## config.mk

```make
export PLATFORM = sky130hd
export DESIGN_NAME = key_debounce
export DESIGN_NICKNAME = d
export VERILOG_FILES = /design/src/rtl/key_debounce.sv
export SDC_FILE = /design/constraint.sdc
export NUM_CORES = 1
export LEC_CHECK = 0
export BUFFER_PORTS_ARGS = -buffer_cell sky130_fd_sc_hd__buf_4
export CAP_MARGIN = 20
export CORE_ASPECT_RATIO = 0.7
export CORE_MARGIN = 4
export CORE_UTILIZATION = 35
export CTS_BUF_LIST = sky130_fd_sc_hd__clkbuf_4 sky130_fd_sc_hd__clkbuf_8
export CTS_CLUSTER_DIAMETER = 60
export DETAILED_ROUTE_END_ITERATION = 6
export GPL_ROUTABILITY_DRIVEN = 0
export PLACE_DENSITY = 0.51
export SYNTH_ARGS = -nofsm -noshare
export SYNTH_HDL_FRONTEND = slang
export SYNTH_SLANG_ARGS = --single-unit
```

## constraint.sdc

```tcl
create_clock -name sys_clk -period 3.14 [get_ports sys_clk]
set_clock_uncertainty 0.15 [all_clocks]
set_input_delay 0.785 -clock sys_clk [delete_from_list [all_inputs] [get_ports sys_clk]]
set_output_delay 0.785 -clock sys_clk [all_outputs]
set_load 0.1 [all_outputs]
```

## src/rtl/key_debounce.sv

```systemverilog
// key_debounce
//
// Input conditioning for two active-low push-buttons. Each button is
// synchronised, debounced by a stability counter and then tracked by a hold
// counter. The clean level drives the LED control logic. The one-cycle event
// pulses go to any other consumer.
//
// Parameters:
//   DEBOUNCE_CNT  consecutive stable cycles before a new level is accepted
//   LONG_CNT      cycles key_out must stay low before a long-press event
//
// Ports:
//   sys_clk      in   system clock
//   sys_rst_n    in   asynchronous active-low reset
//   key_in       in   [1:0] raw button pins, active-low, asynchronous
//   key_out      out  [1:0] debounced level, active-low (2'b11 = idle)
//   key_press    out  [1:0] one-cycle pulse when key_out[i] goes 1->0
//   key_release  out  [1:0] one-cycle pulse when key_out[i] goes 0->1
//   key_long     out  [1:0] one-cycle pulse when key_out[i] has been low LONG_CNT cycles
//
// The two keys share no state. All per-key logic is written once and is
// unrolled over the key index.

module key_debounce #(
    parameter int unsigned DEBOUNCE_CNT = 20'd1000000,
    parameter int unsigned LONG_CNT     = 26'd50000000
) (
    input  logic       sys_clk,
    input  logic       sys_rst_n,
    input  logic [1:0] key_in,
    output logic [1:0] key_out,
    output logic [1:0] key_press,
    output logic [1:0] key_release,
    output logic [1:0] key_long
);

    localparam int unsigned NumKeys = 2;

    // Counter widths are sized to hold the terminal value (COUNT-1) exactly.
    localparam int unsigned DbW   = (DEBOUNCE_CNT > 1) ? $clog2(DEBOUNCE_CNT) : 1;
    localparam int unsigned HoldW = (LONG_CNT > 1) ? $clog2(LONG_CNT) : 1;

    localparam logic [DbW-1:0]   DbMax   = DbW'(DEBOUNCE_CNT - 1);
    localparam logic [HoldW-1:0] HoldMax = HoldW'(LONG_CNT - 1);
    localparam logic [HoldW-1:0] HoldPre = HoldW'(LONG_CNT - 2);

    // Two-stage synchroniser. Both stages reset high, which is the idle level.
    logic [NumKeys-1:0] key_meta_q;
    logic [NumKeys-1:0] key_sync_q;

    logic [NumKeys-1:0] key_out_q,     key_out_d;
    logic [NumKeys-1:0] key_press_q,   key_press_d;
    logic [NumKeys-1:0] key_release_q, key_release_d;
    logic [NumKeys-1:0] key_long_q,    key_long_d;

    logic [DbW-1:0]   db_cnt_q   [NumKeys];
    logic [DbW-1:0]   db_cnt_d   [NumKeys];
    logic [HoldW-1:0] hold_cnt_q [NumKeys];
    logic [HoldW-1:0] hold_cnt_d [NumKeys];

    //--------------------------------------------------------------------
    // Synchroniser
    //--------------------------------------------------------------------
    always_ff @(posedge sys_clk or negedge sys_rst_n) begin
        if (!sys_rst_n) begin
            key_meta_q <= '1;
            key_sync_q <= '1;
        end else begin
            key_meta_q <= key_in;
            key_sync_q <= key_meta_q;
        end
    end

    //--------------------------------------------------------------------
    // Debounce, event and hold next-state logic
    //--------------------------------------------------------------------
    always_comb begin
        key_out_d     = key_out_q;
        key_press_d   = '0;
        key_release_d = '0;
        key_long_d    = '0;
        for (int i = 0; i < NumKeys; i++) begin
            db_cnt_d[i]   = '0;
            hold_cnt_d[i] = '0;
        end

        for (int i = 0; i < NumKeys; i++) begin
            // Count only an uninterrupted disagreement. Any agreeing cycle
            // restarts the filter through the default clear above.
            if (key_sync_q[i] != key_out_q[i]) begin
                if (db_cnt_q[i] == DbMax) begin
                    key_out_d[i]     = key_sync_q[i];
                    key_press_d[i]   = ~key_sync_q[i];
                    key_release_d[i] = key_sync_q[i];
                end else begin
                    db_cnt_d[i] = db_cnt_q[i] + 1'b1;
                end
            end

            // The hold counter follows the registered level. It starts
            // counting on the edge after the fall and saturates. The long
            // pulse therefore fires exactly once per press.
            if (!key_out_q[i]) begin
                if (hold_cnt_q[i] != HoldMax) begin
                    hold_cnt_d[i] = hold_cnt_q[i] + 1'b1;
                end else begin
                    hold_cnt_d[i] = hold_cnt_q[i];
                end
                key_long_d[i] = (hold_cnt_q[i] == HoldPre);
            end
        end
    end

    //--------------------------------------------------------------------
    // State registers
    //--------------------------------------------------------------------
    always_ff @(posedge sys_clk or negedge sys_rst_n) begin
        if (!sys_rst_n) begin
            key_out_q     <= '1;
            key_press_q   <= '0;
            key_release_q <= '0;
            key_long_q    <= '0;
            for (int i = 0; i < NumKeys; i++) begin
                db_cnt_q[i]   <= '0;
                hold_cnt_q[i] <= '0;
            end
        end else begin
            key_out_q     <= key_out_d;
            key_press_q   <= key_press_d;
            key_release_q <= key_release_d;
            key_long_q    <= key_long_d;
            for (int i = 0; i < NumKeys; i++) begin
                db_cnt_q[i]   <= db_cnt_d[i];
                hold_cnt_q[i] <= hold_cnt_d[i];
            end
        end
    end

    assign key_out     = key_out_q;
    assign key_press   = key_press_q;
    assign key_release = key_release_q;
    assign key_long    = key_long_q;

endmodule

```

==> results.sh <==
export IMPL_cts_num_sinks=104
export IMPL_dp_hpwl_um=6851
export IMPL_syn_nets=527
export IMPL_wirelength_um=10130
export IMPL_synth_area_per_cell_um2=9.891
export IMPL_layout_common_cells="dfrtp_1 (98), nor2_1 (91), xor2_1 (43), nand3_1 (40), nand2_1 (36)"
export IMPL_grt_pass1_vias=3479
export IMPL_synth_edf_count=0
export IMPL_fp_dieW_um=152.5
export IMPL_seq_power_share_pct=60.8
export IMPL_crit_arrival_ns=2.47
export IMPL_netSwitchingFraction_pct=24.89
export IMPL_first_pass_iters=4
export IMPL_cell_internal_pwr_mw=1.681
export IMPL_hold_buffers=0
export IMPL_avgViaCountPerCell=5.037
export IMPL_start_kind="flop"
export IMPL_p_leak_nw=2.396
export IMPL_max_cap_viol_count=0
export IMPL_ys_seq_elements=104
export IMPL_vias=3657
export IMPL_syn_inst=517
export IMPL_fmax_mhz=423.3
export IMPL_drtAntennaViolNets=0
export IMPL_min_path_type="in -> async"
export IMPL_r2r_slack_ns=0.78
export IMPL_cts_path_max_buffers=2
export IMPL_core_um2=14100
export IMPL_die_h_um=109.1
export IMPL_cts_max_level=3
export IMPL_reg2reg_depth=5
export IMPL_crit_path_end_kind="flop"
export IMPL_ys_warn_count=0
export IMPL_setup_viol=0
export IMPL_peakVddDrop_mv=0.1858
export IMPL_drc=0
export IMPL_r2r_start="hold_cnt_q[44]"
export IMPL_power_density_nw_per_um2=398.3
export IMPL_rsz0062_at_grt="no"
export IMPL_cts_clk_slew_worst_paths_ns=0.10
export IMPL_fin_crit_ns=2.362
export IMPL_final_max_slew_violation_count=0
export IMPL_numCtsBuffers=9
export IMPL_synth_distinct_cells=48
export IMPL_r2r_end="hold_cnt_q[44]"
export IMPL_path_class="reg -> reg"
export IMPL_grt_overflow_total=0
export IMPL_final_common_cell="dfrtp_1"
export IMPL_clock_latency_ns=0.38
export IMPL_cp_max_fo=10
export IMPL_pwr_share_comb_pct=2.3
export IMPL_num_io_pins=12
export IMPL_outcome="completed"
export IMPL_power_frac_clock_pct=36.9
export IMPL_antenna_found_initial=0
export IMPL_required_ns=3.25
export IMPL_fillers=1414
export IMPL_fin_nets=541
export IMPL_grt_max_degree=47
export IMPL_die_area_um2=16640
export IMPL_grt_pass1_wl_um=17900
export IMPL_row_count=36
export IMPL_hold_viol=0
export IMPL_worst_pin_slew_ns=0.7317
export IMPL_seq_area_frac_synth_pct=51.04
export IMPL_async_flop_share_pct=100.0
export IMPL_cts_root_buf="clkbuf_8"
export IMPL_fin_crit_sh_pct=75.23
export IMPL_setup_tns_ns=0
export IMPL_wire_per_inst_um=13.95
export IMPL_antenna_cells=0
export IMPL_p_sw_uw=557.2
export IMPL_start_util_pct=36.27
export IMPL_slew_headroom_pct=50.81
export IMPL_area_growth_pct=9.885
export IMPL_cts_setup_buffers=0
export IMPL_whs_ns=0.1814
export IMPL_drtIter0Drc=203
export IMPL_drive_gt1_share_pct=10.45
export IMPL_synthFlopType="dfrtp_1"
export IMPL_cts_resized=0
export IMPL_grt_usage_pct=13.13
export IMPL_cts_tree="done"
export IMPL_synth_area_um2=5114
export IMPL_numPortBuffers=11
[power groups by stage]
stage | Combinational (mW) | Clock, mW | Sequential [mW]
finish | 0.0517 | 0.826 | 1.36
global route | 0.0628 | 0.918 | 1.36
floorplan | 0.0165 | 0 | 1.38
CTS | 0.0552 | 0.867 | 1.36
global placement | 0.0547 | 0 | 1.39
detailed placement | 0.0549 | 0 | 1.39
[worst max-delay path by stage]
stage	cells after the start	to	start	slack [ns]
2_1_floorplan	7	hold_cnt_q[44]	hold_cnt_q[26]	0.96
3_3_place_gp	5	hold_cnt_q[33]	hold_cnt_q[44]	0.80
3_5_place_dp	5	hold_cnt_q[44]	hold_cnt_q[44]	0.79
4_1_cts	5	hold_cnt_q[44]	hold_cnt_q[44]	0.75
5_1_grt	6	hold_cnt_q[44]	hold_cnt_q[27]	0.62
6_report	5	hold_cnt_q[44]	hold_cnt_q[44]	0.78
[cell families (layout without fill, tap and decap cells)]
logic type	Yosys count	count (layout)	share of synthesized area [%]
compound gates	30	30	3.524
xor+xnor	76	76	13.02
fa+ha+maj	6	6	1.468
buf+inv	19	38	1.590
flops	104	104	51.04
mux	3	3	0.6361
simple gates	279	279	28.72
[flip-flops by register name, summed over array words and instances (netlist names)]
name and count:
db_cnt_q 40, hold_cnt_q 52, key_long 2, key_meta_q 2
key_out 2, key_press 2, key_release 2, key_sync_q 2
[final cells by class]
class | instances | area [um^2] | share of cell area (%)
inverters | 5 | 18.77 | 0.3340
clock inverters | 6 | 58.81 | 1.047
clock buffers | 10 | 131.4 | 2.338
well taps | 190 | 237.7 | 4.231
repair buffers | 17 | 140.1 | 2.494
multi-input cells | 394 | 2422 | 43.11
flip-flops and latches | 104 | 2610 | 46.45
[worst max-delay path, cell delays in order (launching register included)]
cell and delay (ns):
dfrtp_1 0.45, or4_4 0.57, nor4_4 0.65, a2111oi_2 0.18, xnor2_1 0.19, nor2_1 0.06
[metal layers]
layer / track usage [%] / vias up / wire [um]
met5: 0 / - / 0
met4: 3.624 / 0 / 89
met3: 3.292 / 8 / 460
met2: 18.41 / 64 / 4142
met1: 20.01 / 1760 / 5438
li1: - / 1825 / -
[metrics by stage]
step / instances / worst slack (ns) / cell area, um^2 / total power, mW / utilization (%)
2_1_floorplan: 517 / 0.9559 / 5114 / 1.400 / -
3_3_place_gp: 710 / 0.7991 / 5429 / 1.441 / 38.51
3_5_place_dp: 710 / 0.7909 / 5429 / 1.441 / 38.51
4_1_cts: 726 / 0.7537 / 5619 / 2.283 / 39.86
5_1_grt: 726 / 0.6207 / 5619 / 2.344 / 39.86
6_report: 726 / 0.7777 / 5619 / 2.238 / 39.86
[Yosys cell counts (2+ instances only)]
library cell / number / share of area [%]
a21oi_1: 13 / 1.3
a31oi_1: 3 / 0.37
and2_1: 4 / 0.49
and3_1: 17 / 2.1
and4_1: 5 / 0.86
buf_2: 2 / 0.20
clkbuf_1: 10 / 0.73
dfrtp_1: 98 / 48
dfstp_2: 6 / 3.1
ha_1: 6 / 1.5
inv_1: 5 / 0.37
mux2_2: 2 / 0.44
nand2_1: 36 / 2.6
nand3_1: 40 / 3.9
nand3b_1: 2 / 0.29
nand4_1: 22 / 2.7
nand4b_1: 3 / 0.51
nor2_1: 91 / 6.7
nor3_1: 17 / 1.7
nor3b_1: 4 / 0.59
nor4_1: 9 / 1.1
nor4_4: 2 / 0.83
nor4bb_1: 3 / 0.59
o21ai_0: 8 / 0.78
or2_2: 2 / 0.24
or3_1: 9 / 1.1
or4_1: 2 / 0.29
or4_4: 2 / 0.44
xnor2_1: 33 / 5.7
xor2_1: 43 / 7.4
(Power assumes the default switching activity.)
